===== config.mk =====
export PLATFORM = sky130hd
export DESIGN_NAME = timer_counter
export DESIGN_NICKNAME = d
export VERILOG_FILES = /design/src/rtl/timer_counter_pkg.sv /design/src/rtl/timer_counter_bcd_digit.sv /design/src/rtl/timer_counter.sv
export SDC_FILE = /design/constraint.sdc
export NUM_CORES = 1
export LEC_CHECK = 0
export CAP_MARGIN = 15
export CORE_MARGIN = 10
export CORE_UTILIZATION = 45
export CTS_CLUSTER_SIZE = 12
export DETAILED_ROUTE_END_ITERATION = 16
export GPL_TIMING_DRIVEN = 0
export PLACE_DENSITY_LB_ADDON = 0.05
export SYNTH_ARGS = -nofsm -noshare
export SYNTH_HDL_FRONTEND = slang
export SYNTH_SLANG_ARGS = --single-unit

===== constraint.sdc =====
create_clock -name I_CLK -period 3.9 [get_ports I_CLK]
set_clock_uncertainty 0.15 [all_clocks]
set_input_delay 0.39 -clock I_CLK [delete_from_list [all_inputs] [get_ports I_CLK]]
set_output_delay 0.39 -clock I_CLK [all_outputs]
set_load 0.05 [all_outputs]

===== src/rtl/timer_counter_pkg.sv =====
// Shared state encodings and BCD digit limits for the stopwatch timer.
package timer_counter_pkg;

    typedef enum logic [1:0] {
        ST_IDLE = 2'd0,
        ST_RUN  = 2'd1,
        ST_STOP = 2'd2
    } state_e;

    localparam logic [3:0] DIG_LIM_UNITS = 4'd9;
    localparam logic [3:0] DIG_LIM_TENS  = 4'd5;

endpackage


===== src/rtl/timer_counter_bcd_digit.sv =====
// One BCD digit with a parameterised wrap limit; count and clear take effect on the next edge.
// Carry is combinational so a whole digit chain rolls over in a single cycle.
module bcd_digit
    import timer_counter_pkg::*;
#(
    parameter logic [3:0] LIMIT = DIG_LIM_UNITS
) (
    input  logic       clk_i,
    input  logic       rst_ni,
    input  logic       inc_i,
    input  logic       clr_i,
    output logic [3:0] q_o,
    output logic       carry_o
);

    logic [3:0] q_q, q_d;

    always_comb begin
        q_d = q_q;
        if (clr_i) begin
            q_d = 4'd0;
        end else if (inc_i) begin
            q_d = (q_q == LIMIT) ? 4'd0 : q_q + 4'd1;
        end
    end

    always_ff @(posedge clk_i or negedge rst_ni) begin
        if (!rst_ni) begin
            q_q <= 4'd0;
        end else begin
            q_q <= q_d;
        end
    end

    assign q_o     = q_q;
    assign carry_o = inc_i && (q_q == LIMIT);

endmodule


===== src/rtl/timer_counter.sv =====
// MM:SS.mmm BCD stopwatch: IDLE/RUN/STOP control FSM driving a chain of seven BCD digits.
// Counts on the edge that samples a 1 ms pulse while in RUN; O_OVF pulses on the 59:59.999 increment.
module timer_counter
    import timer_counter_pkg::*;
#(
    parameter bit OVF_STOP = 1'b0
) (
    input  logic        I_CLK,
    input  logic        I_RSTN,
    input  logic        I_EN_1MS,
    input  logic        I_START_STOP,
    input  logic        I_CLEAR,
    output logic [11:0] O_MS,
    output logic [7:0]  O_SEC,
    output logic [7:0]  O_MIN,
    output logic        O_RUNNING,
    output logic        O_OVF
);

    state_e     state_q, state_d;
    logic       running_q, running_d;
    logic       ovf_q, ovf_d;
    logic       count_en, cnt_inc, all_max, ovf_evt;

    logic [3:0] ms0, ms1, ms2, s0, s1, m0, m1;
    logic       c_ms0, c_ms1, c_ms2, c_s0, c_s1, c_m0, c_m1;

    always_ff @(posedge I_CLK or negedge I_RSTN) begin
        if (!I_RSTN) begin
            state_q   <= ST_IDLE;
            running_q <= 1'b0;
            ovf_q     <= 1'b0;
        end else begin
            state_q   <= state_d;
            running_q <= running_d;
            ovf_q     <= ovf_d;
        end
    end

    always_comb begin
        state_d = state_q;
        if (I_CLEAR) begin
            state_d = ST_IDLE;
        end else begin
            case (state_q)
                ST_IDLE: if (I_START_STOP) state_d = ST_RUN;
                ST_RUN: begin
                    if (I_START_STOP)              state_d = ST_STOP;
                    else if (OVF_STOP && ovf_evt)  state_d = ST_STOP;
                end
                ST_STOP: if (I_START_STOP) state_d = ST_RUN;
                default: state_d = ST_IDLE;
            endcase
        end
    end

    always_comb begin
        all_max   = (ms2 == DIG_LIM_UNITS) && (ms1 == DIG_LIM_UNITS) && (ms0 == DIG_LIM_UNITS)
                 && (s1 == DIG_LIM_TENS)  && (s0 == DIG_LIM_UNITS)
                 && (m1 == DIG_LIM_TENS)  && (m0 == DIG_LIM_UNITS);
        count_en  = (state_q == ST_RUN) && I_EN_1MS && !I_CLEAR;
        // In hold mode the final increment is suppressed so the display freezes at 59:59.999.
        cnt_inc   = count_en && !(OVF_STOP && all_max);
        ovf_evt   = OVF_STOP ? (count_en && all_max) : c_m1;
        running_d = (state_d == ST_RUN);
        ovf_d     = ovf_evt;
    end

    bcd_digit #(.LIMIT(DIG_LIM_UNITS)) u_ms0 (
        .clk_i(I_CLK), .rst_ni(I_RSTN), .inc_i(cnt_inc), .clr_i(I_CLEAR), .q_o(ms0), .carry_o(c_ms0));
    bcd_digit #(.LIMIT(DIG_LIM_UNITS)) u_ms1 (
        .clk_i(I_CLK), .rst_ni(I_RSTN), .inc_i(c_ms0),   .clr_i(I_CLEAR), .q_o(ms1), .carry_o(c_ms1));
    bcd_digit #(.LIMIT(DIG_LIM_UNITS)) u_ms2 (
        .clk_i(I_CLK), .rst_ni(I_RSTN), .inc_i(c_ms1),   .clr_i(I_CLEAR), .q_o(ms2), .carry_o(c_ms2));
    bcd_digit #(.LIMIT(DIG_LIM_UNITS)) u_s0 (
        .clk_i(I_CLK), .rst_ni(I_RSTN), .inc_i(c_ms2),   .clr_i(I_CLEAR), .q_o(s0),  .carry_o(c_s0));
    bcd_digit #(.LIMIT(DIG_LIM_TENS))  u_s1 (
        .clk_i(I_CLK), .rst_ni(I_RSTN), .inc_i(c_s0),    .clr_i(I_CLEAR), .q_o(s1),  .carry_o(c_s1));
    bcd_digit #(.LIMIT(DIG_LIM_UNITS)) u_m0 (
        .clk_i(I_CLK), .rst_ni(I_RSTN), .inc_i(c_s1),    .clr_i(I_CLEAR), .q_o(m0),  .carry_o(c_m0));
    bcd_digit #(.LIMIT(DIG_LIM_TENS))  u_m1 (
        .clk_i(I_CLK), .rst_ni(I_RSTN), .inc_i(c_m0),    .clr_i(I_CLEAR), .q_o(m1),  .carry_o(c_m1));

    assign O_MS      = {ms2, ms1, ms0};
    assign O_SEC     = {s1, s0};
    assign O_MIN     = {m1, m0};
    assign O_RUNNING = running_q;
    assign O_OVF     = ovf_q;

endmodule


==> impl_results.html, run 1 <==
<table>
<tr><th>Metric</th><th>Value</th></tr>
<tr><th colspan="2">Outcome</th></tr>
<tr><td>Status</td><td>completed</td></tr>
<tr><th colspan="2">Pwr</th></tr>
<tr><td>Peak VDD IR</td><td>0.000179 V</td></tr>
<tr><td>Leakage dissipation</td><td>0.992 nW</td></tr>
<tr><td>Pwr/cell area</td><td>267 nW/um^2</td></tr>
<tr><th colspan="2">Placed design</th></tr>
<tr><td>Port Buffer Count</td><td>34</td></tr>
<tr><td>Worst slack at placement</td><td>1.26 ns</td></tr>
<tr><td>Post-detailed-placement half-perimeter wirelength</td><td>3.43 mm</td></tr>
<tr><td>Weighted congestion reported at the end of routability-driven placement</td><td>0.817</td></tr>
<tr><th colspan="2">Timing</th></tr>
<tr><td>Post-route setup slack</td><td>1.56 ns</td></tr>
<tr><td>Worst max-slew margin expressed relative to the limit</td><td>50.7%</td></tr>
<tr><td>Final setup viols</td><td>0</td></tr>
<tr><td>Hold Slack</td><td>0.0131 ns</td></tr>
<tr><td>Aggregate negative setup slack</td><td>0 ns</td></tr>
<tr><td>Measured slew at the worst slew-check pin</td><td>0.739 ns</td></tr>
<tr><td>Final critical delay including setup and external delays</td><td>2.34 ns</td></tr>
<tr><td>FMAX</td><td>428 MHz</td></tr>
<tr><td>Final Slew Violations</td><td>0</td></tr>
<tr><td>Setup repair after global routing missed its margin</td><td>false</td></tr>
<tr><td>Share of the cycle needed by the critical path after routing</td><td>60.0%</td></tr>
<tr><td>Total count of hold-check failures in the final report</td><td>0</td></tr>
<tr><th colspan="2">Finish</th></tr>
<tr><td>Share of post-route cells with drive strength above 1</td><td>7.41%</td></tr>
<tr><td>Post-Route Utilization</td><td>59.3%</td></tr>
<tr><td>Nets</td><td>261</td></tr>
<tr><td>Signed area change from the synthesized netlist to the final layout</td><td>25.4%</td></tr>
<tr><td>Area of the multi-input gates</td><td>1030 sq um</td></tr>
<tr><td># fillers</td><td>343</td></tr>
<tr><td>Area of all sequential standard cells</td><td>801 sq um</td></tr>
<tr><td>Count of inserted antenna diode cells</td><td>0</td></tr>
<tr><th colspan="2">Clock network</th></tr>
<tr><td>TritonCTS clock tree</td><td>yes</td></tr>
<tr><td>Root cell of the clock tree</td><td>sky130_fd_sc_hd__clkbuf_8</td></tr>
<tr><td>Total CTS buffers</td><td>5</td></tr>
<tr><td>Setup fix buffers added after clock tree synthesis</td><td>0</td></tr>
<tr><td>Quantity of hold-fixing buffers added after cts</td><td>0</td></tr>
<tr><td>Clock transition time at the flip-flop clock pins of the worst setup and hold paths</td><td>0.07 ns</td></tr>
<tr><td>Sinks on Clock Net</td><td>32</td></tr>
<tr><td>Buffer levels on the longest clock path</td><td>2</td></tr>
<tr><td>H-Tree Level Count</td><td>2</td></tr>
<tr><td>Worst-Skew Late Latency</td><td>0.28 ns</td></tr>
<tr><td>Resize count post-CTS</td><td>0</td></tr>
<tr><th colspan="2">Setup path</th></tr>
<tr><td>Nature of the critical path startpoint</td><td>primary input</td></tr>
<tr><td>Crit path required time</td><td>3.94 ns</td></tr>
<tr><td>CP Max Fanout</td><td>8</td></tr>
<tr><td>Data arrival time of the critical path</td><td>2.38 ns</td></tr>
<tr><td>Setup Crit Path Kind</td><td>in2reg</td></tr>
<tr><td>Nature of the critical path endpoint</td><td>flop</td></tr>
<tr><td>Worst R2R Path Depth</td><td>6</td></tr>
<tr><th colspan="2">Synthesis</th></tr>
<tr><td>Cell area after synthesis</td><td>1920 sq um</td></tr>
<tr><td>Ys async rst share</td><td>100%</td></tr>
<tr><td>Post-Syn Instances</td><td>201</td></tr>
<tr><td>Count of flip-flops with a built-in enable after synthesis</td><td>0</td></tr>
<tr><td>Number of nets in the synthesized netlist</td><td>220</td></tr>
<tr><td>Sequential share of the synthesized area</td><td>41.7%</td></tr>
<tr><td>Library cells used by synthesis</td><td>40</td></tr>
<tr><td>#FFs+latches synth</td><td>32</td></tr>
<tr><td>Top cell type by total area after synthesis</td><td>sky130_fd_sc_hd__dfrtp_1</td></tr>
<tr><td>Most common flop cell mapped by yosys</td><td>sky130_fd_sc_hd__dfrtp_1</td></tr>
<tr><td>Total of warnings raised by yosys</td><td>0</td></tr>
<tr><td>Cells taking the most area after synthesis</td><td>sky130_fd_sc_hd__dfrtp_1, sky130_fd_sc_hd__ha_1, sky130_fd_sc_hd__a21oi_1, sky130_fd_sc_hd__o21ai_0, sky130_fd_sc_hd__nand3b_1</td></tr>
<tr><td>Mean Syn Cell Area</td><td>9.55 sq um</td></tr>
<tr><td>Share of Yosys cell area claimed by the top area cell type</td><td>41.7%</td></tr>
<tr><th colspan="2">Global route</th></tr>
<tr><td>Largest net degree at the start of global routing</td><td>33</td></tr>
<tr><td>First-pass GRT wire length</td><td>8.01 mm</td></tr>
<tr><td>Antenna violations before repair</td><td>0</td></tr>
<tr><td>Total global routing track utilization</td><td>13.3%</td></tr>
<tr><td>Gr ovfl total</td><td>0</td></tr>
<tr><td>Vias in the first global route</td><td>1665</td></tr>
<tr><th colspan="2">Route</th></tr>
<tr><td>Antenna viol nets, final</td><td>0</td></tr>
<tr><td>DRC Markers</td><td>0</td></tr>
<tr><td>Routed length per placed instance</td><td>16.1 um</td></tr>
<tr><td>Avg Vias per Cell</td><td>5.67</td></tr>
<tr><td>Number of violations reported at the end of detailed-routing iteration 0</td><td>100</td></tr>
<tr><td>Total vias in the final route</td><td>1661</td></tr>
<tr><td>Post-Route WL</td><td>4.72 mm</td></tr>
<tr><td>Iteration count of the initial detailed-routing pass</td><td>4</td></tr>
<tr><th colspan="2">Floorplanning</th></tr>
<tr><td>Number of cell rows</td><td>23</td></tr>
<tr><td>Horizontal die dimension</td><td>85.3 um</td></tr>
<tr><td>Die Y-Extent</td><td>85.3 um</td></tr>
<tr><td>Core ar.</td><td>4060 sq um</td></tr>
<tr><td>Floorplan die area</td><td>7280 sq um</td></tr>
<tr><td>Starting utilization of the core area</td><td>47.3%</td></tr>
<tr><td>IO Pins</td><td>35</td></tr>
<tr><th colspan="2">Run</th></tr>
<tr><td>Number of max-cap violations</td><td>0</td></tr>
<tr><th colspan="2">Worst hold path</th></tr>
<tr><td>Class of the tightest hold or removal check</td><td>in2async</td></tr>
</table>
==> metrics by stage <==
stage	total power, mW	area, sq um	std cells
2_1_floorplan	0.364	1920	201
3_3_place_gp	0.384	2320	285
3_5_place_dp	0.385	2320	285
4_1_cts	0.648	2410	293
5_1_grt	0.668	2410	293
6_report	0.642	2410	293
==> final timing paths <==
path	end	slack (ns)	start
min in group I_CLK	u_ms1.q_o[3]	0.38	u_ms1.q_o[3]
min	u_m0.q_o[2]	0.01	I_RSTN
max reg2reg	u_m1.q_o[2]	1.72	u_ms0.q_o[1]
min reg2reg	u_ms1.q_o[3]	0.38	u_ms1.q_o[3]
max	u_m1.q_o[2]	1.56	I_CLEAR
max in group asynchronous	u_s0.q_o[2]	3.11	I_RSTN
==> worst max-delay path: stages <==
cell                              delay, ns
sky130_fd_sc_hd__clkdlybuf4s50_1       0.47
sky130_fd_sc_hd__nand4bb_1             0.43
sky130_fd_sc_hd__nor3_2                0.62
sky130_fd_sc_hd__a31oi_1               0.20
sky130_fd_sc_hd__a311oi_1              0.28
==> cell type report <==
type	instances	share of cell area (%)
Sequential cell	32	33.3
Tap cell	50	2.60
Multi-Input combinational cell	150	42.9
Inverter	11	1.72
Buffer	8	1.82
Clock buffer	8	3.74
Timing Repair Buffer	34	13.9
==> where the power goes <==
group / internal [mW] / total (mW) / switching [mW]
clock network: 0.144 / 0.264 / 0.120
logic: 0.0124 / 0.0398 / 0.0274
registers: 0.335 / 0.338 / 0.00293
==> cells in the final DEF (no fill, tap or decap), drive strengths merged, types with 6 or more instances in the layout <==
cell type	instances
clkdlybuf4s50	33
dfrtp	32
a21oi	18
nor2	16
o21ai	15
ha	14
clkbuf	12
inv	11
nand2	9
nand3	9
nand3b	8
nor3	7
and3b	6
o31ai	6
==> logic make-up after synthesis <==
group | synth area share [%]
AOI/OAI and AO/OA | 13.3
and+or+nand+nor | 27.7
xor gates and xnor gates | 0.456
adders and majority gates | 9.13
buffers and inverters | 4.43
DFF | 41.7
muxes | 3.26
==> layer usage <==
metal / GRT usage (%) / routed length [um] / up-vias
li1: - / - / 818
met1: 14.2 / 2050 / 801
met2: 23.2 / 2300 / 34
met3: 5.16 / 296 / 8
met4: 4.94 / 74 / 0
met5: 0 / 0 / -
==> sequential cells by signal, indices dropped and copies added (netlist names) <==
signal / count
u_s0.q_o: 4
u_ms2.q_o: 4
O_RUNNING: 1
u_m1.q_o: 4
state_q: 2
O_OVF: 1
u_s1.q_o: 4
u_ms1.q_o: 4
u_ms0.q_o: 4
u_m0.q_o: 4
==> synthesized netlist by cell type (2+ instances only) <==
cell type	n
sky130_fd_sc_hd__or3_1	3
sky130_fd_sc_hd__a21oi_1	18
sky130_fd_sc_hd__dfrtp_1	32
sky130_fd_sc_hd__nand4b_1	2
sky130_fd_sc_hd__or4_1	5
sky130_fd_sc_hd__or4b_1	2
sky130_fd_sc_hd__nand3_1	8
sky130_fd_sc_hd__mux2i_1	4
sky130_fd_sc_hd__o21ai_0	15
sky130_fd_sc_hd__and3b_1	6
sky130_fd_sc_hd__nand4_1	4
sky130_fd_sc_hd__nor2b_1	2
sky130_fd_sc_hd__nand2b_1	3
sky130_fd_sc_hd__inv_1	11
sky130_fd_sc_hd__nor3_1	6
sky130_fd_sc_hd__nor2_1	16
sky130_fd_sc_hd__nor4_1	2
sky130_fd_sc_hd__nand2_1	9
sky130_fd_sc_hd__a31oi_1	2
sky130_fd_sc_hd__nand3b_1	8
sky130_fd_sc_hd__clkbuf_1	4
sky130_fd_sc_hd__buf_2	2
sky130_fd_sc_hd__o31ai_1	6
sky130_fd_sc_hd__ha_1	14
sky130_fd_sc_hd__mux2_2	2
Note: power is estimated with default switching activity, not from simulation.
==> run 2, diff against run 1 <==
clock period = 1.98 ns   (was 3.9 ns; I/O delays follow)
==> run 2 against run 1 <==
The flow now finishes with violations (negative setup slack); first-iteration DRC count increased by 4.0%; critical path depth increased by 2; cell count increased by 9.9%; sequential power increased by 97%; worst hold slack improved by 0.34 ns; clock power increased by 87%; die area unchanged; utilization increased by 9.2 points; register-to-register slack got worse by 1.8 ns; design area increased by 16%; non-clock buffer count increased by 29; via count increased by 12%.
==> impl_results.html, run 2 (same netlist as run 1, synthesis figures left out) <==
<table>
<tr><th>Metric</th><th>Value</th></tr>
<tr><th colspan="2">Outcome</th></tr>
<tr><td>Status</td><td>finished with violations</td></tr>
<tr><td>Failing checks</td><td>negative setup slack</td></tr>
<tr><th colspan="2">Global route</th></tr>
<tr><td>First-pass GRT wire length</td><td>8.69 mm (+8.5%)</td></tr>
<tr><td>Gr ovfl total</td><td>0 (unchanged)</td></tr>
<tr><td>Total global routing track utilization</td><td>14.3% (+0.93 points)</td></tr>
<tr><td>Vias in the first global route</td><td>1807 (+8.5%)</td></tr>
<tr><td>Largest net degree at the start of global routing</td><td>33 (unchanged)</td></tr>
<tr><td>Antenna violations before repair</td><td>0 (unchanged)</td></tr>
<tr><th colspan="2">Placed design</th></tr>
<tr><td>Port Buffer Count</td><td>34 (unchanged)</td></tr>
<tr><td>Weighted congestion reported at the end of routability-driven placement</td><td>0.865 (+5.8%)</td></tr>
<tr><td>Post-detailed-placement half-perimeter wirelength</td><td>3.58 mm (+4.4%)</td></tr>
<tr><th colspan="2">Floorplanning</th></tr>
<tr><td>IO Pins</td><td>35 (unchanged)</td></tr>
<tr><td>Horizontal die dimension</td><td>85.3 um (unchanged)</td></tr>
<tr><td>Starting utilization of the core area</td><td>47.3% (unchanged)</td></tr>
<tr><td>Core ar.</td><td>4060 sq um (unchanged)</td></tr>
<tr><td>Die Y-Extent</td><td>85.3 um (unchanged)</td></tr>
<tr><td>Number of cell rows</td><td>23 (unchanged)</td></tr>
<tr><td>Floorplan die area</td><td>7280 sq um (unchanged)</td></tr>
<tr><th colspan="2">Pwr</th></tr>
<tr><td>Sequential share of power</td><td>53.4% (+0.8 points)</td></tr>
<tr><td>Pwr/cell area</td><td>448 nW/um^2 (+68%)</td></tr>
<tr><td>Combinational share of power</td><td>7.0% (+0.8 points)</td></tr>
<tr><td>Switching Power</td><td>308 uW (+100%)</td></tr>
<tr><td>Proportion of power drawn by the clock network</td><td>39.7% (-1.5 points)</td></tr>
<tr><td>Cell-internal power</td><td>939 uW (+91%)</td></tr>
<tr><td>Leakage dissipation</td><td>1.19 nW (+20%)</td></tr>
<tr><td>Peak VDD IR</td><td>0.000279 V (+56%)</td></tr>
<tr><td>Total Power</td><td>1.25 mW (+94%)</td></tr>
<tr><td>Net switching share of the total power</td><td>24.7% (+1.2 points)</td></tr>
<tr><th colspan="2">Route</th></tr>
<tr><td>Number of violations reported at the end of detailed-routing iteration 0</td><td>104 (+4.0%)</td></tr>
<tr><td>Post-Route WL</td><td>5.51 mm (+17%)</td></tr>
<tr><td>Antenna viol nets, final</td><td>0 (unchanged)</td></tr>
<tr><td>Iteration count of the initial detailed-routing pass</td><td>4 (unchanged)</td></tr>
<tr><td>Avg Vias per Cell</td><td>5.78 (+2.0%)</td></tr>
<tr><td>Met3 routed WL</td><td>363 um (+23%)</td></tr>
<tr><td>Routed length per placed instance</td><td>17.1 um (+6.1%)</td></tr>
<tr><td>Met2 layer wire length in the routed design</td><td>2.69 mm (+17%)</td></tr>
<tr><td>DRC Markers</td><td>0 (unchanged)</td></tr>
<tr><td>Post-Route M1 WL</td><td>2.41 mm (+18%)</td></tr>
<tr><td>Uppermost layer routed</td><td>met4</td></tr>
<tr><td>Total vias in the final route</td><td>1862 (+12%)</td></tr>
<tr><th colspan="2">Timing</th></tr>
<tr><td>FMAX</td><td>491 MHz</td></tr>
<tr><td>Final critical delay including setup and external delays</td><td>2.04 ns</td></tr>
<tr><td>Worst max-slew margin expressed relative to the limit</td><td>52.5% (+1.8 points)</td></tr>
<tr><td>Final setup viols</td><td>8 (+8)</td></tr>
<tr><td>Total count of hold-check failures in the final report</td><td>0 (unchanged)</td></tr>
<tr><td>Hold Slack</td><td>0.349 ns (+0.336 ns)</td></tr>
<tr><td>Share of the cycle needed by the critical path after routing</td><td>103%</td></tr>
<tr><td>Setup repair after global routing missed its margin</td><td>true</td></tr>
<tr><td>Post-route setup slack</td><td>-0.0556 ns (-1.62 ns)</td></tr>
<tr><td>Measured slew at the worst slew-check pin</td><td>0.713 ns (-0.0264 ns)</td></tr>
<tr><td>Final Slew Violations</td><td>0 (unchanged)</td></tr>
<tr><th colspan="2">Finish</th></tr>
<tr><td>Area of the multi-input gates</td><td>1160 sq um (+13%)</td></tr>
<tr><td># fillers</td><td>305 (-11%)</td></tr>
<tr><td>Share of post-route cells with drive strength above 1</td><td>32.0% (+25 points)</td></tr>
<tr><td>Area of all sequential standard cells</td><td>818 sq um (+2.2%)</td></tr>
<tr><td>Commonest cells after routing, fill and taps aside</td><td>sky130_fd_sc_hd__buf_4, sky130_fd_sc_hd__clkdlybuf4s50_1, sky130_fd_sc_hd__dfrtp_1, sky130_fd_sc_hd__nor2_1</td></tr>
<tr><td>Count of inserted antenna diode cells</td><td>0 (unchanged)</td></tr>
<tr><td>Nets</td><td>290 (+11%)</td></tr>
<tr><td>Signed area change from the synthesized netlist to the final layout</td><td>44.9%</td></tr>
<tr><td>Post-Route Utilization</td><td>68.5% (+9.2 points)</td></tr>
<tr><th colspan="2">Worst hold path</th></tr>
<tr><td>Class of the tightest hold or removal check</td><td>in2async</td></tr>
<tr><th colspan="2">Setup path</th></tr>
<tr><td>Library cell contributing the largest single delay on the critical path</td><td>sky130_fd_sc_hd__or4_4</td></tr>
<tr><td>Worst path max stage delay</td><td>0.50 ns (-0.12 ns)</td></tr>
<tr><td>Crit path required time</td><td>2.03 ns (-1.91 ns)</td></tr>
<tr><td>Data arrival time of the critical path</td><td>2.08 ns (-0.30 ns)</td></tr>
<tr><td>Nature of the critical path endpoint</td><td>flop</td></tr>
<tr><td>CP Max Fanout</td><td>7 (-1)</td></tr>
<tr><td>Setup Crit Path Kind</td><td>in2reg</td></tr>
<tr><td>Nature of the critical path startpoint</td><td>primary input</td></tr>
<tr><td>Ordered list of cells on the worst path</td><td>clkdlybuf4s50_1, and4bb_2, buf_4, nand3_4, buf_6, or4_4, a21oi_2</td></tr>
<tr><th colspan="2">Clock network</th></tr>
<tr><td>Worst-Skew Late Latency</td><td>0.29 ns (about the same)</td></tr>
<tr><td>H-Tree Level Count</td><td>2 (unchanged)</td></tr>
<tr><td>TritonCTS clock tree</td><td>yes</td></tr>
<tr><td>Sinks on Clock Net</td><td>32 (unchanged)</td></tr>
<tr><td>Clock transition time at the flip-flop clock pins of the worst setup and hold paths</td><td>0.07 ns (about the same)</td></tr>
<tr><td>Total CTS buffers</td><td>5 (unchanged)</td></tr>
<tr><td>Buffer levels on the longest clock path</td><td>2 (unchanged)</td></tr>
<tr><td>Root cell of the clock tree</td><td>sky130_fd_sc_hd__clkbuf_8</td></tr>
<tr><th colspan="2">Run</th></tr>
<tr><td>Number of max-cap violations</td><td>0 (unchanged)</td></tr>
</table>
[run 2: cell count changes in the layout (fill, tap and decap cells not counted), moves of 5 or more]
cell,delta
sky130_fd_sc_hd__buf_4,+28
sky130_fd_sc_hd__dfrtp_1,-14
sky130_fd_sc_hd__dfrtp_2,+14
sky130_fd_sc_hd__a21oi_1,-5
sky130_fd_sc_hd__a21oi_2,+5
sky130_fd_sc_hd__ha_1,-5
[run 2: per-stage QoR]
step | area, sq um | setup TNS [ns] | cells | setup WS (ns)
after floorplan | 1990 | -0.428 | 201 | -0.0925
after global placement | 2390 | -7.72 | 285 | -0.439
after detailed placement | 2380 | -5.28 | 285 | -0.445
after CTS | 2560 | -0.119 | 303 | -0.0489
after global routing | 2780 | -0.971 | 322 | -0.108
final | 2780 | -0.198 | 322 | -0.0556
[run 2: area by class of cell]
| type | count | area share (%) |
|---|---|---|
| timing repair buffer | 63 | 20.1 |
| tap | 50 | 2.25 |
| buffer | 8 | 2.07 |
| sequential | 32 | 29.4 |
| clock buffer | 8 | 2.88 |
| inverter | 11 | 1.48 |
| multi-input combinational | 150 | 41.8 |
[run 2: final timing paths]
kind	to	slack [ns]	from	depth (start not counted)
worst max-delay path	u_s1.q_o[1]	-0.06	I_CLEAR	7
worst min-delay path	u_ms0.q_o[2]	0.35	I_RSTN	2
worst max register to register	u_s1.q_o[1]	-0.05	u_ms0.q_o[1]	8
worst min register to register	u_ms0.q_o[2]	0.37	u_ms0.q_o[2]	1
max in group asynchronous	u_ms2.q_o[2]	0.82	I_RSTN	2
min in group I_CLK	u_ms0.q_o[2]	0.37	u_ms0.q_o[2]	1
[run 2: power by group through the flow]
stage | sequential, mW | clock [mW] | combinational, mW
6_report | 0.665 | 0.495 | 0.0868
5_1_grt | 0.666 | 0.533 | 0.0968
4_1_cts | 0.666 | 0.502 | 0.0847
3_5_place_dp | 0.679 | 0 | 0.0811
3_3_place_gp | 0.678 | 0 | 0.0794
2_1_floorplan | 0.690 | 0 | 0.0296
[run 2: metal layers]
| metal | GRT usage [%] | vias up |
|---|---|---|
| li1 | - | 878 |
| met1 | 17.8 | 918 |
| met2 | 22.8 | 60 |
| met3 | 4.88 | 6 |
| met4 | 3.89 | 0 |
| met5 | 0 | - |
[run 2: critical path: cells and delay by family]
kind | cells | cell delay [ns]
AND/OR/NAND/NOR | 3 | 0.93
buffers and inverters | 3 | 0.79
AO/OA/AOI/OAI | 1 | 0.15
[run 2: repair_timing]
action / 4_1_cts / 5_1_grt
hold endpoints to repair: 32 / 0
hold buffers: 1 / 0
setup endpoints to repair: 13 / 19
resized for setup: 6 / 25
gates cloned: 1 / 0
setup buffers: 8 / 19
pin swaps: 10 / 10
==> run 3, diff against run 2 <==
TNS_END_PERCENT = 20   (was not set)
==> run 3 against run 2 <==
Worst hold slack gained 0.015 ns; wire length shrank 0.13%; non-clock buffer count shrank 13; sequential share of layout area grew 0.80 points; the flow still finishes with violations (negative setup slack); cell count shrank 4.0%; critical endpoint is now u_s1.q_o[0]; largest cell class unchanged; via count shrank 2.7%; setup slack gained 0.028 ns; count of clock-buffer cells in the layout is the same.
==> impl_results.html, run 3 (same netlist as run 1, synthesis figures left out) <==
<table>
<tr><th>Metric</th><th>Value</th></tr>
<tr><th colspan="2">Outcome</th></tr>
<tr><td>Status</td><td>finished with violations</td></tr>
<tr><td>Failing checks</td><td>negative setup slack</td></tr>
<tr><th colspan="2">Setup path</th></tr>
<tr><td>Setup Crit Path Kind</td><td>reg2reg</td></tr>
<tr><td>CP Max Fanout</td><td>6 (-1)</td></tr>
<tr><td>Crit path required time</td><td>2.03 ns (about the same)</td></tr>
<tr><td>Cell family contributing the most delay on the critical path</td><td>simple AND/OR/NAND/NOR gates</td></tr>
<tr><td>Most Frequent Cell on Critical Path</td><td>sky130_fd_sc_hd__buf_6</td></tr>
<tr><td>Ordered list of cells on the worst path</td><td>inv_2, ha_4, and3b_1, buf_6, nand3_4, buf_6, or4_1, a21oi_2</td></tr>
<tr><td>Library cell contributing the largest single delay on the critical path</td><td>sky130_fd_sc_hd__or4_1</td></tr>
<tr><td>Nature of the critical path endpoint</td><td>flop</td></tr>
<tr><td>Buf+Inv Stages, Crit Path</td><td>3 (unchanged)</td></tr>
<tr><td>Data arrival time of the critical path</td><td>2.06 ns (-0.02 ns)</td></tr>
<tr><td>Worst path max stage delay</td><td>0.52 ns (+0.02 ns)</td></tr>
<tr><td>Nature of the critical path startpoint</td><td>flop</td></tr>
<tr><th colspan="2">Finish</th></tr>
<tr><td>Most common library cell in the layout ignoring fill and taps</td><td>sky130_fd_sc_hd__clkdlybuf4s50_1</td></tr>
<tr><td>Commonest cells after routing, fill and taps aside</td><td>sky130_fd_sc_hd__clkdlybuf4s50_1, sky130_fd_sc_hd__dfrtp_1, sky130_fd_sc_hd__nor2_1, sky130_fd_sc_hd__o21ai_0, sky130_fd_sc_hd__buf_4</td></tr>
<tr><td>Non-Filler Cell Area, Final</td><td>2690 sq um (-3.2%)</td></tr>
<tr><td>Nets</td><td>277 (-4.5%)</td></tr>
<tr><td>Count of inserted antenna diode cells</td><td>0 (unchanged)</td></tr>
<tr><td>Share of post-route cells with drive strength above 1</td><td>27.8% (-4.2 points)</td></tr>
<tr><td>Post-Route Utilization</td><td>66.3% (-2.2 points)</td></tr>
<tr><td># fillers</td><td>306 (+0.33%)</td></tr>
<tr><td>Signed area change from the synthesized netlist to the final layout</td><td>40.2%</td></tr>
<tr><td>Non-Filler Instances</td><td>309 (-4.0%)</td></tr>
<tr><th colspan="2">Pwr</th></tr>
<tr><td>Peak VDD IR</td><td>0.000514 V (+84%)</td></tr>
<tr><td>Leakage dissipation</td><td>1.11 nW (-7.2%)</td></tr>
<tr><td>Switching Power</td><td>305 uW (-0.83%)</td></tr>
<tr><td>Combinational share of power</td><td>6.4% (-0.6 points)</td></tr>
<tr><td>Proportion of power drawn by the clock network</td><td>42.7% (+3.0 points)</td></tr>
<tr><td>Sequential share of power</td><td>50.9% (-2.5 points)</td></tr>
<tr><td>Cell-internal power</td><td>1.00 mW (+7.0%)</td></tr>
<tr><td>Net switching share of the total power</td><td>23.3% (-1.4 points)</td></tr>
<tr><td>Pwr/cell area</td><td>487 nW/um^2 (+8.6%)</td></tr>
<tr><td>Total Power</td><td>1.31 mW (+5.1%)</td></tr>
<tr><th colspan="2">Route</th></tr>
<tr><td>Post-Route WL</td><td>5.50 mm (-0.13%)</td></tr>
<tr><td>Avg Vias per Cell</td><td>5.86 (+1.4%)</td></tr>
<tr><td>Routed length per placed instance</td><td>17.8 um (+4.1%)</td></tr>
<tr><td>Iteration count of the initial detailed-routing pass</td><td>6 (+2)</td></tr>
<tr><td>Antenna viol nets, final</td><td>0 (unchanged)</td></tr>
<tr><td>Total vias in the final route</td><td>1812 (-2.7%)</td></tr>
<tr><td>Number of violations reported at the end of detailed-routing iteration 0</td><td>161 (+55%)</td></tr>
<tr><td>DRC Markers</td><td>0 (unchanged)</td></tr>
<tr><th colspan="2">Timing</th></tr>
<tr><td>Worst max-slew margin expressed relative to the limit</td><td>50.3% (-2.2 points)</td></tr>
<tr><td>Setup repair after global routing missed its margin</td><td>true</td></tr>
<tr><td>Final critical delay including setup and external delays</td><td>2.01 ns (-0.0284 ns)</td></tr>
<tr><td>FMAX</td><td>498 MHz (+1.4%)</td></tr>
<tr><td>Total count of hold-check failures in the final report</td><td>0 (unchanged)</td></tr>
<tr><td>Final setup viols</td><td>5 (-3)</td></tr>
<tr><td>Final Slew Violations</td><td>0 (unchanged)</td></tr>
<tr><td>Measured slew at the worst slew-check pin</td><td>0.746 ns (+0.0333 ns)</td></tr>
<tr><td>Aggregate negative setup slack</td><td>-0.0847 ns (+0.113 ns)</td></tr>
<tr><td>Share of the cycle needed by the critical path after routing</td><td>101% (-1.4 points)</td></tr>
<tr><td>Post-route setup slack</td><td>-0.0272 ns (+0.0284 ns)</td></tr>
<tr><th colspan="2">Global route</th></tr>
<tr><td>Largest net degree at the start of global routing</td><td>33 (unchanged)</td></tr>
<tr><td>First-pass GRT wire length</td><td>8.92 mm (+2.6%)</td></tr>
<tr><td>Vias in the first global route</td><td>1799 (-0.44%)</td></tr>
<tr><td>Total global routing track utilization</td><td>14.8% (+0.50 points)</td></tr>
<tr><td>Gr ovfl total</td><td>0 (unchanged)</td></tr>
<tr><td>Antenna violations before repair</td><td>0 (unchanged)</td></tr>
<tr><th colspan="2">Run</th></tr>
<tr><td>Number of max-cap violations</td><td>0 (unchanged)</td></tr>
<tr><th colspan="2">Clock network</th></tr>
<tr><td>Total CTS buffers</td><td>5 (unchanged)</td></tr>
<tr><td>Root cell of the clock tree</td><td>sky130_fd_sc_hd__clkbuf_8</td></tr>
<tr><td>TritonCTS clock tree</td><td>yes</td></tr>
<tr><td>H-Tree Level Count</td><td>2 (unchanged)</td></tr>
<tr><td>Worst-Skew Late Latency</td><td>0.28 ns (about the same)</td></tr>
<tr><td>Sinks on Clock Net</td><td>32 (unchanged)</td></tr>
<tr><td>Buffer levels on the longest clock path</td><td>2 (unchanged)</td></tr>
<tr><td>Clock transition time at the flip-flop clock pins of the worst setup and hold paths</td><td>0.07 ns (about the same)</td></tr>
<tr><th colspan="2">Placed design</th></tr>
<tr><td>Port Buffer Count</td><td>34 (unchanged)</td></tr>
<tr><td>Placed Area</td><td>2370 sq um (-0.73%)</td></tr>
<tr><td>Weighted congestion reported at the end of routability-driven placement</td><td>0.848 (-1.9%)</td></tr>
<tr><td>Number of cells after detailed placement</td><td>285 (unchanged)</td></tr>
<tr><td>Post-detailed-placement half-perimeter wirelength</td><td>3.71 mm (+3.6%)</td></tr>
<tr><th colspan="2">Worst hold path</th></tr>
<tr><td>Class of the tightest hold or removal check</td><td>in2async</td></tr>
<tr><th colspan="2">Floorplanning</th></tr>
<tr><td>Starting utilization of the core area</td><td>47.3% (unchanged)</td></tr>
<tr><td>Die Y-Extent</td><td>85.3 um (unchanged)</td></tr>
<tr><td>Floorplan die area</td><td>7280 sq um (unchanged)</td></tr>
<tr><td>Number of cell rows</td><td>23 (unchanged)</td></tr>
<tr><td>IO Pins</td><td>35 (unchanged)</td></tr>
<tr><td>Core ar.</td><td>4060 sq um (unchanged)</td></tr>
<tr><td>Horizontal die dimension</td><td>85.3 um (unchanged)</td></tr>
</table>
run 3: changes by cell type in the layout (fill, tap and decap cells not counted), sizes merged:
cell           change
dlymetal6s2s       -2
dlygate4sd2        +1
buf               -14
clkdlybuf4s50      +2
run 3: power groups by stage:
stage	registers, mW	clock network [mW]	logic, mW
floorplan	0.690	0	0.0296
global placement	0.678	0	0.0798
detailed placement	0.679	0	0.0819
CTS	0.666	0.564	0.0845
global route	0.667	0.608	0.0941
finish	0.667	0.559	0.0844
run 3: final cells by class:
| cell class | count | area, sq um | area share (%) |
|---|---|---|---|
| Buffer | 8 | 61.3 | 2.28 |
| Clock buffer | 8 | 100 | 3.72 |
| Inverter | 11 | 41.3 | 1.53 |
| Multi-Input combinational cell | 150 | 1150 | 42.9 |
| Sequential cell | 32 | 813 | 30.2 |
| Tap cell | 50 | 62.6 | 2.32 |
| Timing Repair Buffer | 50 | 459 | 17.1 |
run 3: repair_timing:
| action | in CTS | in global routing |
|---|---|---|
| endpoints found under the hold margin | 32 | 0 |
| hold buffers | 1 | 0 |
| resized for setup | 7 | 23 |
| endpoints found under the setup margin | 14 | 17 |
| setup buffers | 12 | 3 |
| cloned | 1 | 0 |
| pin swaps | 8 | 7 |
run 3: through the flow:
step | hold WS (ns) | setup WS, ns
6_report | 0.364 | -0.0272
5_1_grt | 0.421 | -0.0927
4_1_cts | 0.395 | -0.0364
3_5_place_dp | 0.157 | -0.554
3_3_place_gp | 0.361 | -0.420
2_1_floorplan | -0.248 | -0.0925
run 3: worst paths after layout:
| kind | start | end | slack [ns] | depth (start not counted) |
|---|---|---|---|---|
| worst min-delay path | I_RSTN | u_ms1.q_o[0] | 0.36 | 2 |
| min in group I_CLK | u_ms1.q_o[3] | u_ms1.q_o[3] | 0.40 | 1 |
| max in group asynchronous | I_RSTN | u_s0.q_o[1] | 0.79 | 2 |
| worst max-delay path | u_ms0.q_o[1] | u_s1.q_o[0] | -0.03 | 8 |
| worst max register to register | u_ms0.q_o[1] | u_s1.q_o[0] | -0.03 | 8 |
| worst min register to register | u_ms1.q_o[3] | u_ms1.q_o[3] | 0.40 | 1 |
run 3: routing by layer:
layer	up-vias	wire length [um]	track usage (%)
met5	-	0	0
met4	0	70	4.34
met3	9	327	4.30
met2	57	2740	25.5
met1	900	2360	17.1
li1	846	-	-
